<file path="src/rtl/led_code_scheduler.sv">
// led_code_scheduler: round-robin arbiter sharing one blink-code LED serialiser among several error sources
module led_code_scheduler #(
  parameter int clock_freq = 50_000_000,
  parameter int frame_ms = 8_400,
  parameter int sources = 4,
  parameter int bits_count = 8,
  parameter int repeat_count = 2,
  parameter logic [bits_count-1:0] idle_code = '0
) (
  input  logic                               clk,
  input  logic                               reset_n,
  input  logic [sources*bits_count-1:0]      src_code,
  input  logic [sources-1:0]                 src_valid,
  output logic [sources-1:0]                 src_ack,
  output logic [bits_count-1:0]              parallel_code,
  output logic [(sources > 1 ? $clog2(sources) : 1)-1:0] active_src,
  output logic                               busy
);
  localparam int aw = sources > 1 ? $clog2(sources) : 1;
  localparam int fw = $clog2(repeat_count + 1);
  localparam longint frame_cycles = longint'(frame_ms) * longint'(clock_freq / 1000);
  localparam logic [31:0] frame_last = 32'(frame_cycles - 1);
  localparam logic [fw-1:0] frame_last_n = fw'(repeat_count - 1);
  typedef enum logic {IDLE, SHOW} state_t;
  state_t                r_state;
  logic [31:0]           r_timer;
  logic [fw-1:0]         r_frame;
  logic [aw-1:0]         r_rr_ptr;
  logic [aw-1:0]         r_active_src;
  logic [bits_count-1:0] r_parallel_code;
  logic [sources-1:0]    r_src_ack;
  logic                  r_busy;
  logic [bits_count-1:0] w_codes [sources];
  logic [bits_count-1:0] w_code;
  logic [aw-1:0]         w_grant;
  logic [aw-1:0]         w_idx;
  logic [aw-1:0]         w_next;
  logic                  w_any;
  for (genvar g = 0; g < sources; g++) begin : g_unpack
    assign w_codes[g] = src_code[g*bits_count +: bits_count];
  end
  assign w_next        = aw'((int'(r_active_src) + 1) % sources);
  assign src_ack       = r_src_ack;
  assign parallel_code = r_parallel_code;
  assign active_src    = r_active_src;
  assign busy          = r_busy;
  // first valid source scanning rr_ptr, rr_ptr+1, ... (descending loop so the nearest one wins)
  always_comb begin
    w_any = 1'b0;
    w_grant = '0;
    w_idx = '0;
    w_code = idle_code;
    for (int k = sources - 1; k >= 0; k--) begin
      w_idx = aw'((int'(r_rr_ptr) + k) % sources);
      if (src_valid[w_idx]) begin
        w_any = 1'b1;
        w_grant = w_idx;
        w_code = w_codes[w_idx];
      end
    end
  end
  // IDLE/SHOW sequencer: grant and latch a code, count frames, ack on completion, abort on dropped request
  always_ff @(posedge clk) begin
    if (!reset_n) begin
      r_state <= IDLE;
      r_timer <= '0;
      r_frame <= '0;
      r_rr_ptr <= '0;
      r_active_src <= '0;
      r_parallel_code <= idle_code;
      r_src_ack <= '0;
      r_busy <= 1'b0;
    end else begin
      r_src_ack <= '0;
      if (r_state == IDLE) begin
        r_parallel_code <= idle_code;
        r_busy <= 1'b0;
        if (w_any) begin
          r_state <= SHOW;
          r_parallel_code <= w_code;
          r_active_src <= w_grant;
          r_busy <= 1'b1;
          r_timer <= '0;
          r_frame <= '0;
        end
      end else if (!src_valid[r_active_src]) begin
        r_state <= IDLE;
        r_parallel_code <= idle_code;
        r_busy <= 1'b0;
        r_rr_ptr <= w_next;
      end else if (r_timer == frame_last) begin
        r_timer <= '0;
        if (r_frame == frame_last_n) begin
          r_state <= IDLE;
          r_parallel_code <= idle_code;
          r_busy <= 1'b0;
          r_rr_ptr <= w_next;
          r_src_ack[r_active_src] <= 1'b1;
        end else begin
          r_frame <= r_frame + 1'b1;
        end
      end else begin
        r_timer <= r_timer + 32'd1;
      end
    end
  end
endmodule

</file>
<file path="config.mk">
export PLATFORM = sky130hd
export DESIGN_NAME = led_code_scheduler
export DESIGN_NICKNAME = d
export VERILOG_FILES = /design/src/rtl/led_code_scheduler.sv
export SDC_FILE = /design/constraint.sdc
export NUM_CORES = 1
export LEC_CHECK = 0
export CORE_AREA = 2 2 100 83
export CTS_BUF_LIST = sky130_fd_sc_hd__clkbuf_8 sky130_fd_sc_hd__clkbuf_16
export DETAILED_ROUTE_END_ITERATION = 10
export DIE_AREA = 0 0 102 85
export DONT_BUFFER_PORTS = 1
export HOLD_SLACK_MARGIN = 0.03
export PLACE_DENSITY_LB_ADDON = 0.1
export SETUP_SLACK_MARGIN = 0.15
export SYNTH_ARGS = -nofsm -noshare
export SYNTH_HDL_FRONTEND = slang
export SYNTH_SLANG_ARGS = --single-unit
</file>
<file path="constraint.sdc">
create_clock -name clk -period 3.15 [get_ports clk]
set_clock_uncertainty 0.2 [all_clocks]
set_input_delay 0.63 -clock clk [delete_from_list [all_inputs] [get_ports clk]]
set_output_delay 0.63 -clock clk [all_outputs]
set_load 0.02 [all_outputs]
</file>
## Yosys cells after proc, flatten, opt, wreduce, memory -nomap -nowiden

Cells that the tools add are included.
W data, S select, Z words.

- Add/sub/neg operators: 6
- Magnitude comparators: 10
- Equal/unequal tests: 9
- Muxes and demuxes: 62
- Bitwise operators: 5
- Reductions and logical operators: 8

Operator list:

| kind | count |
|---|---|
| $mux W8 | 17 |
| $mux W32 | 4 |
| $bmux W8 S2 | 4 |
| $add A32 B1 Y32 const B | 1 |
| $eq A32 B29 Y1 const B | 1 |
| $mux W2 | 12 |
| $mux W1 | 19 |
| $lt A2 B3 Y1 const B | 5 |
| $ge A3 B3 Y1 const B | 4 |
| $not A2 Y3 | 4 |
| $bmux W1 S2 | 5 |
| $ne A2 B1 Y1 const B | 4 |
| $add A2 B1 Y2 const B | 3 |
| $ne A3 B2 Y1 const B | 2 |
| $reduce_and A2 Y1 | 3 |
| $reduce_and A5 Y1 | 1 |
| $add A2 B2 Y2 const B | 2 |
| $reduce_and A4 Y1 | 1 |
| $reduce_and A3 Y1 | 1 |
| $demux W1 S2 | 1 |
| $eq A2 B1 Y1 const B | 1 |
| $ge A2 B1 Y1 const B | 1 |
| $ne A2 B2 Y1 const B | 1 |
| $reduce_bool A2 Y1 | 1 |
| other kinds (2) | 2 |

- Register bits: 52
- Input bits: 38
- Output and inout bits: 15
- Word-level logic and storage cells: 108

## Logic depth before layout (Yosys ltp)

Gate-level depths: netlist of the first run.

- Word-level depth: 11
- Gate-level depth with buffers: 8
- Mapped depth without buffers: 6

## Least setup slack after synthesis of the first run

Ideal clock, no wire load.

- Kind: in2reg
- From: input src_valid[1]
- To: register r_timer[6]
- Library setup time: 0.128 ns
- Data arrival time: 2.314 ns
- Data required time: 2.822 ns
- Slack: 0.508 ns
- Stages: 8
- Path buffers: 3
- Cell sequence: buf_2 > or4_1 > a222oi_1 > buf_6 > buf_4 > nand3b_1 > xor2_1 > nor2_1

- Longest elaborated chain between the ends: 8
- Elaborated cells between the ends (all ways): 17
- Classes of those cells: eq/ne: 1; mux: 14; reduce/logical: 2

RTL lines:

| item | line | source |
|---|---|---|
| start, declared | 13 | `input logic [sources-1:0] src_valid,` |
| $bmux W1 S2 | 55 | `if (src_valid[w_idx]) begin` |
| $mux W1 (implied by the code) | 55 |  |
| $mux W1 (4 in series) | 55 |  |
| $reduce_bool A2 Y1 (no line) | n/a |  |
| $reduce_and A2 Y1 (no line) (*) | n/a |  |
| end signal, assigned | 103 | `r_timer <= r_timer + 32'd1;` |
| end, declared | 26 | `logic [31:0] r_timer;` |

Every way passes the cells marked *; elsewhere a longest branch is shown, timed or not. The select of a mux whose other input is x is not followed.
A chain may end at the register's enable or synchronous reset.

## Worst setup path in the final report of the first run

- From: register r_active_src[0], in the netlist active_src[0]
- To: register r_timer[29]

- Longest elaborated chain between the ends: 4

RTL lines:

| item | line | source |
|---|---|---|
| start, declared | 29 | `logic [aw-1:0] r_active_src;` |
| start signal, assigned | 81 | `r_active_src <= w_grant;` |
| $bmux W1 S2 | 86 | `end else if (!src_valid[r_active_src]) begin` |
| $mux W1 (implied by the code) | 86 |  |
| $ne A2 B1 Y1 (no line) | n/a |  |
| $reduce_and A2 Y1 (no line) | n/a |  |

No other way between the ends. The select of a mux whose other input is x is not followed.

==> results_dict.tcl, run 1 <==
set metrics [dict create \
    status "finished clean" \
    place.gp.congestion 0.813 \
    post_drt_wl_per_cell_um 17.3 \
    cts_root_buffer "clkbuf_8" \
    slew_violations 0 \
    relSlewSlack 0.407 \
    synth_flop_cell "dfxtp_1" \
    n_fill_cell 752 \
    hold_viol 0 \
    clockBufferDepth 2 \
    grt_max_degree 38 \
    grt_pass1_vias 3046 \
    hpwlAfterDp_mm 6.28 \
    num_rows 29 \
    synth-seq-cells 52 \
    crit_buf_inv 1 \
    coreArea_um2 7690 \
    path_cells "mux2_1 > a222oi_1 > buf_12 > or4_4 > or4_1 > a21oi_1" \
    layout-drive-gt1-share 0.110 \
    cp.required_ns 3.19 \
    finalSetupTns_ns 0 \
    cts_resized 0 \
    path_clk_slew_ns 0.10 \
    hold_path_class "input pin to flop" \
    portBuffers 0 \
    synthCells 426 \
    clockPowerShare 0.279 \
    drt_pass1_iterations 4 \
    p_seq_frac 0.514 \
    initial_core_util 0.489 \
    irDropWorstVdd_v 0.000159 \
    cts_hold_buffers 0 \
    rsz0062_at_grt "no" \
    synth-seq-area-share 0.277 \
    fmax_mhz 396 \
    yosys.cell_types.count 59 \
    path_class "flop to flop" \
    synth_edf_count 0 \
    p_sw_mw 0.429 \
    period_minus_slack_ns 2.53 \
    via_per_inst 6.12 \
    powerDensity_nw_per_um2 364 \
    maxCapViolCount 0 \
    fin_nets 452 \
    finalCritPeriodShare 0.802 \
    power.leakage_nw 1.15 \
    cp.arrival_ns 2.56 \
    pin_count 53 \
    antenna_found_initial 0 \
    start_kind "flop" \
    async_flop_share 0 \
    worst_slew_pin_slew_ns 0.889 \
    drc 0 \
    syn_nets 470 \
    drtIter0Drc 164 \
    clock_sinks 52 \
    wl_mm 8.92 \
    switching_share 0.300 \
    syn_area_um2 3760 \
    syn2layout_area_growth_pct 4.36 \
    pwr-share-comb 0.207 \
    gr-total-overflow 0 \
    slowest_delay_ns 0.60 \
    grt_pass1_wl_mm 15.0 \
    ys_warn_count 0 \
    post_cts_buffers 0 \
    critPathMaxFanout 28 \
    internal-power_mw 1.00 \
    die-area_um2 8670 \
    fp.dieH_um 85 \
    worstSetupEndpointType "flop" \
    worstSkewPairLatency_ns 0.30 \
    antennaDiodeCount 0 \
    ant_nets 0 \
    syn-mean-instance-area_um2 8.82 \
    track_usage 0.213 \
    cp_top_family "simple AND/OR/NAND/NOR gates" \
    cts_tree "yes" \
    hold_slack_ns 0.242 \
    htree_levels 2 \
    power_mw 1.43 \
    crit_slowest_cell "or4_4" \
    vias 3165 \
    cts_inserted_buffers 5 \
    setup_viol 0 \
    dieWidth_um 102 \
]
worst reg2reg max path, stage by stage (launching register included):
cell and delay (ns):
dfxtp_1 0.54, mux2_1 0.24, a222oi_1 0.13, buf_12 0.19, or4_4 0.61, or4_1 0.41
a21oi_1 0.15
cell families after synthesis:
| logic type | synth area share |
|---|---|
| adders and majority gates | 0.0200 |
| AOI/OAI and AO/OA | 0.163 |
| xor gates and xnor gates | 0.0536 |
| and+or+nand+nor | 0.270 |
| buffers and inverters | 0.0556 |
| muxes | 0.161 |
| DFF | 0.277 |
path summary, 6_finish.rpt:
kind	from	end	slack, ns	depth (start not counted)
min reg2reg	r_frame[1]	r_frame[1]	0.31	1
max reg2reg	active_src[0]	r_timer[29]	0.62	6
max	active_src[0]	r_timer[29]	0.62	6
min	reset_n	r_state	0.24	1
flip-flops by register name (all words and copies together) (netlist names):
register / flops
r_timer: 32
parallel_code: 8
src_ack: 4
active_src: 2
r_frame: 2
r_rr_ptr: 2
busy: 1
r_state: 1
cell usage after synthesis, types with 5 or more instances:
| cell type | instances | area (um^2) |
|---|---|---|
| ha_1 | 6 | 75.1 |
| o21ai_0 | 19 | 95.1 |
| mux2_2 | 9 | 101 |
| a221oi_1 | 8 | 70.1 |
| and2_1 | 10 | 62.6 |
| xnor2_1 | 19 | 166 |
| nor2b_1 | 8 | 50.1 |
| nand2_1 | 31 | 116 |
| nand3b_1 | 16 | 120 |
| mux4_2 | 13 | 293 |
| o22a_1 | 6 | 52.6 |
| nor3_1 | 5 | 25.0 |
| or3_1 | 6 | 37.5 |
| o2111ai_1 | 12 | 105 |
| nor2_1 | 30 | 113 |
| and4_1 | 6 | 52.6 |
| nor4b_1 | 15 | 131 |
| buf_2 | 11 | 55.1 |
| o2bb2ai_1 | 7 | 61.3 |
| nor3b_1 | 6 | 45.0 |
| nor4_1 | 8 | 50.1 |
| nand3_1 | 8 | 40.0 |
| mux2i_1 | 19 | 190 |
| nand4_1 | 9 | 56.3 |
| clkbuf_1 | 17 | 63.8 |
| inv_1 | 10 | 37.5 |
| dfxtp_1 | 52 | 1040 |
| a21oi_1 | 10 | 50.1 |
metrics by stage:
stage               setup slack [ns]  cells   util  instance area, um^2
floorplan                      0.508    426      -                 3760
global placement               0.530    509  0.498                 3830
detailed placement             0.448    509  0.498                 3830
CTS                            0.625    517  0.510                 3920
global route                   0.485    517  0.510                 3920
finish                         0.623    517  0.510                 3920
power groups by stage:
stage / registers (mW) / clock network (mW) / logic (mW)
2_1_floorplan: 0.729 / 0 / 0.256
3_3_place_gp: 0.749 / 0 / 0.291
3_5_place_dp: 0.750 / 0 / 0.295
4_1_cts: 0.734 / 0.418 / 0.297
5_1_grt: 0.741 / 0.445 / 0.328
6_report: 0.734 / 0.399 / 0.296
routing by layer:
layer,global-route usage,vias up,share of wire,routed length [um]
li1,-,1577,-,-
met1,0.324,1514,0.51,4520
met2,0.312,65,0.43,3840
met3,0.0412,9,0.054,484
met4,0.0448,0,0.0093,83
met5,0,-,0,0
layout by cell type (no fill, tap or decap), types with 3 or more instances in the layout:
cell type | Yosys | final
dfxtp_1 | 52 | 50
nand2_1 | 31 | 31
nor2_1 | 30 | 30
o21ai_0 | 19 | 19
xnor2_1 | 19 | 19
mux2i_1 | 19 | 19
nand3b_1 | 16 | 16
nor4b_1 | 15 | 15
mux4_2 | 13 | 13
o2111ai_1 | 12 | 12
inv_1 | 10 | 11
and2_1 | 10 | 10
a21oi_1 | 10 | 10
nand4_1 | 9 | 9
mux2_2 | 9 | 9
nor2b_1 | 8 | 8
nand3_1 | 8 | 8
nor4_1 | 8 | 8
a221oi_1 | 8 | 8
buf_4 | 3 | 8
o2bb2ai_1 | 7 | 7
and4_1 | 6 | 6
or3_1 | 6 | 6
nor3b_1 | 6 | 6
o22a_1 | 6 | 6
ha_1 | 6 | 6
clkbuf_8 | 0 | 6
nor3_1 | 5 | 5
xor2_1 | 4 | 4
a21o_1 | 4 | 4
o211ai_1 | 3 | 3
cell type report:
cell class                      instances  area (um^2)  share of cell area
Sequential cell                        52         1040               0.266
Multi-Input combinational cell        329         2510               0.641
Tap cell                              108          135              0.0344
Timing Repair Buffer                   10          100              0.0255
Clock inverter                          2         11.3             0.00287
Inverter                               10         37.5             0.00957
Clock buffer                            6         82.6              0.0211
(Power assumes the default switching activity.)
==> run 2: changes to the inputs <==
Clock period 3.15 ns to 2.5 ns, I/O delays scaled along.
==> run 2 against run 1 <==
Against the previous run:
- first-iteration DRC count increased by 12%
- via count grew 5.8%
- clock-buffer cell count did not move
- core utilization grew 2.8 points
- routed wire length grew 3.3%
- fmax rose by 11%
- largest cell class unchanged
- largest power group unchanged
==> results_dict.tcl, run 2 (synthesized netlist as in run 1, its figures left out) <==
set metrics [dict create \
    slowest_delay_ns 0.60 \
    cp.required_ns 2.54 \
    grt_pass1_vias 3083 \
    n_fill_cell 736 \
    htree_levels 2 \
    finalCritPeriodShare 0.908 \
    grt_pass1_wl_mm 15.4 \
    drtIter0Drc 184 \
    drc 0 \
    power.leakage_nw 1.27 \
    slew_violations 0 \
    worstSetupEndpointType "flop" \
    fin_cells 537 \
    layout-drive-gt1-share 0.193 \
    final_cell_mix "dfxtp_1 (41), nand2_1 (31), nor2_1 (30)" \
    path_class "flop to flop" \
    antennaDiodeCount 0 \
    antenna_found_initial 0 \
    drt_pass1_iterations 4 \
    vias 3349 \
    finalSetupTns_ns 0 \
    dieWidth_um 102 \
    design_area_um2 4140 \
    fp.dieH_um 85 \
    dp.cells 527 \
    path_cells "and4_2 > nand3_2 > or4_4 > or4_1 > a21oi_1" \
    cts_tree "yes" \
    setup_viol 0 \
    portBuffers 0 \
    cp.arrival_ns 2.31 \
    fin_nets 472 \
    critPathMaxFanout 6 \
    largest_reg_flops 32 \
    cts_inserted_buffers 5 \
    die-area_um2 8670 \
    num_rows 29 \
    crit_buf_inv 0 \
    cts_root_buffer "clkbuf_8" \
    irDropWorstVdd_v 0.000340 \
    final_util 0.538 \
    gr-total-overflow 0 \
    clock_sinks 52 \
    clockBufferDepth 2 \
    hold_viol 0 \
    cp_top_family "simple AND/OR/NAND/NOR gates" \
    post_drt_wl_per_cell_um 17.2 \
    postPlaceCellArea_um2 3990 \
    hold_path_class "input pin to flop" \
    wl_mm 9.22 \
    start_kind "flop" \
    cts_hold_buffers 0 \
    powerDensity_nw_per_um2 439 \
    crit_slowest_cell "or4_4" \
    place.gp.congestion 0.856 \
    period_minus_slack_ns 2.27 \
    fmax_mhz 441 \
    regMostFlops "r_timer" \
    mostFrequentLayoutCell "dfxtp_1" \
    via_per_inst 6.24 \
    maxCapViolCount 0 \
    worst_slew_pin_slew_ns 0.883 \
    path_clk_slew_ns 0.10 \
    ant_nets 0 \
    worstSkewPairLatency_ns 0.30 \
    hpwlAfterDp_mm 6.58 \
    pin_count 53 \
    status "finished clean" \
    track_usage 0.219 \
    coreArea_um2 7690 \
    relSlewSlack 0.412 \
    initial_core_util 0.489 \
    rsz0062_at_grt "no" \
    grt_max_degree 49 \
    syn2layout_area_growth_pct 10.1 \
]
==> run 2: cell types whose count changed in the layout (fill, tap and decap cells not counted), sizes merged <==
cell	before	now
clkinvlp	1	0
or4	3	4
buf	10	29
inv	11	12
==> run 2: worst paths after layout <==
check	cells after the start	endpoint	startpoint	slack [ns]
worst max register to register	5	r_timer[29]	r_timer[16]	0.23
worst max-delay path	5	r_timer[29]	r_timer[16]	0.23
worst min-delay path	1	r_state	reset_n	0.12
worst min register to register	1	r_frame[1]	r_frame[1]	0.30
==> run 2: worst reg2reg max path, cell delays in order, from the launching register on <==
cell	delay [ns]
dfxtp_2	0.40
and4_2	0.32
nand3_2	0.14
or4_4	0.60
or4_1	0.41
a21oi_1	0.14
==> run 2: per-stage QoR <==
step	hold slack (ns)	total power, mW	setup slack [ns]
floorplan	0.269	1.25	0.108
global placement	0.277	1.33	0.122
detailed placement	0.286	1.34	0.121
CTS	0.119	1.83	0.184
global route	0.0878	1.92	0.149
finish	0.115	1.81	0.230
==> run 2: cell type report <==
type	instances	area, um^2	share of cell area
Sequential cell	52	1060	0.256
Multi-Input combinational cell	330	2560	0.619
Clock inverter	2	7.51	0.00181
Inverter	10	37.5	0.00907
Clock buffer	6	82.6	0.0200
Timing Repair Buffer	29	255	0.0617
Tap cell	108	135	0.0327
==> run 2: per-layer routing <==
metal,share of wire,GRT usage,wire length (um),vias to the layer above
li1,-,-,-,1622
met1,0.48,0.335,4460,1604
met2,0.44,0.310,4010,110
met3,0.069,0.0519,637,13
met4,0.012,0.0473,109,0
met5,0,0,0,-
==> run 2: timing repair <==
item | CTS | global route
pin swaps | 0 | 2
setup buffers | 0 | 1
endpoints found under the setup margin | 1 | 15
gates cloned | 0 | 1
resized for setup | 3 | 15
==> run 2: where the power goes <==
group	switching, mW	leakage, nW	internal [mW]
Sequential	0.0589	0.428	0.857
Clock	0.276	0.0538	0.219
Combinational	0.205	0.785	0.199
==> run 3: changes to the inputs <==
Settings changed: ABC_CLOCK_PERIOD_IN_PS from default to 2500, RECOVER_POWER from default to 50.
==> run 3 against run 2 <==
Against the previous run:
- fmax increased by 0.48%
- clock power fell by 0.8%
- routed wire length is 0.53% lower
- cell count unchanged
- flip-flop and latch count stayed put
- combinational power about the same
==> results_dict.tcl, run 3 (synthesized netlist as in run 1, its figures left out) <==
set metrics [dict create \
    status "finished clean" \
    period_minus_slack_ns 2.26 \
    design_area_um2 4130 \
    syn2layout_area_growth_pct 9.75 \
    htree_levels 2 \
    postPlaceCellArea_um2 3990 \
    clockBufferDepth 2 \
    layout-drive-gt1-share 0.189 \
    cts_hold_buffers 0 \
    hold_viol 0 \
    antennaDiodeCount 0 \
    fp.dieH_um 85 \
    cp.required_ns 2.54 \
    internal-power_mw 1.27 \
    start_kind "flop" \
    final_cell_mix "dfxtp_1 (41), nand2_1 (31), nor2_1 (30)" \
    post_drt_wl_per_cell_um 17.1 \
    crit_slowest_cell "or4_4" \
    track_usage 0.219 \
    portBuffers 0 \
    worstSetupEndpointType "flop" \
    clock_sinks 52 \
    p_sw_mw 0.536 \
    finalCritPeriodShare 0.904 \
    path_class "flop to flop" \
    cp.arrival_ns 2.30 \
    rsz0062_at_grt "no" \
    powerDensity_nw_per_um2 438 \
    multi_input_area_um2 2550 \
    clockPowerShare 0.271 \
    switching_share 0.296 \
    setup_viol 0 \
    grt_pass1_vias 3083 \
    relSlewSlack 0.424 \
    via_per_inst 6.17 \
    grt_max_degree 49 \
    dieWidth_um 102 \
    fin_nets 472 \
    n_fill_cell 734 \
    gr-total-overflow 0 \
    num_rows 29 \
    die-area_um2 8670 \
    largest_reg_flops 32 \
    dp.cells 527 \
    seqCellArea_um2 1060 \
    regMostFlops "r_timer" \
    worst_slew_pin_slew_ns 0.864 \
    critPathMaxFanout 6 \
    slowest_delay_ns 0.60 \
    place.gp.congestion 0.856 \
    drc 0 \
    finalSetupTns_ns 0 \
    drt_pass1_iterations 4 \
    irDropWorstVdd_v 0.000340 \
    hpwlAfterDp_mm 6.58 \
    drtIter0Drc 201 \
    path_cells "and4_2 > nand3_2 > or4_4 > or4_1 > a21oi_1" \
    pwr-share-comb 0.223 \
    ant_nets 0 \
    power.leakage_nw 1.26 \
    mostFrequentLayoutCell "dfxtp_1" \
    p_seq_frac 0.506 \
    pin_count 53 \
    hold_path_class "input pin to flop" \
    maxCapViolCount 0 \
    grt_pass1_wl_mm 15.4 \
    cts_inserted_buffers 5 \
    cts_root_buffer "clkbuf_8" \
    coreArea_um2 7690 \
    worstSkewPairLatency_ns 0.30 \
    fmax_mhz 443 \
    cts_tree "yes" \
    initial_core_util 0.489 \
    vias 3313 \
    path_clk_slew_ns 0.10 \
    r2r_slack_ns 0.24 \
    antenna_found_initial 0 \
    slew_violations 0 \
    fin_cells 537 \
    wl_mm 9.17 \
]
[run 3: routing by layer]
| layer | global-route usage | part of all wire |
|---|---|---|
| met5 | 0 | 0 |
| met4 | 0.0473 | 0.0073 |
| met3 | 0.0519 | 0.071 |
| met2 | 0.310 | 0.44 |
| met1 | 0.335 | 0.49 |
[run 3: through the flow]
step                      power (mW)  hold slack [ns]  utilization  setup WS [ns]
after CTS                       1.83            0.119        0.531          0.184
after floorplan                 1.25            0.269            -          0.108
after detailed placement        1.34            0.286        0.519          0.121
after global routing            1.92           0.0878        0.536          0.106
after global placement          1.33            0.277        0.519          0.122
final                           1.81            0.117        0.536          0.241
[run 3: worst paths after layout]
kind                    start           to  cells past startpoint
setup / recovery  r_timer[16]  r_timer[29]                      5
hold / removal        reset_n      r_state                      1
setup reg to reg  r_timer[16]  r_timer[29]                      5
hold reg to reg    r_frame[1]   r_frame[1]                      1
[run 3: power by group through the flow]
| stage | Sequential, mW | Clock [mW] | Combinational (mW) |
|---|---|---|---|
| after floorplan | 0.920 | 0 | 0.334 |
| after global placement | 0.936 | 0 | 0.398 |
| after detailed placement | 0.937 | 0 | 0.403 |
| after CTS | 0.917 | 0.506 | 0.405 |
| after global routing | 0.922 | 0.553 | 0.444 |
| final | 0.915 | 0.491 | 0.403 |
[run 3: timing repair]
action	CTS	global route
hold endpoints to repair	0	0
setup buffers	0	1
resized for setup	3	15
endpoints found under the setup margin	1	15
gates cloned	0	1
pin swaps	0	2
[run 3: area by class of cell]
type                            instances  share of cell area
Clock inverter                          2             0.00182
Sequential cell                        52               0.257
Timing Repair Buffer                   29              0.0604
Inverter                               10             0.00910
Tap cell                              108              0.0328
Clock buffer                            6              0.0200
Multi-Input combinational cell        330               0.619
[run 3: critical path, delay by kind of cell, from the launching register on]
family / cells / cell delay (ns)
AO/OA/AOI/OAI: 1 / 0.14
AND/OR/NAND/NOR: 4 / 1.47
flip-flops: 1 / 0.39
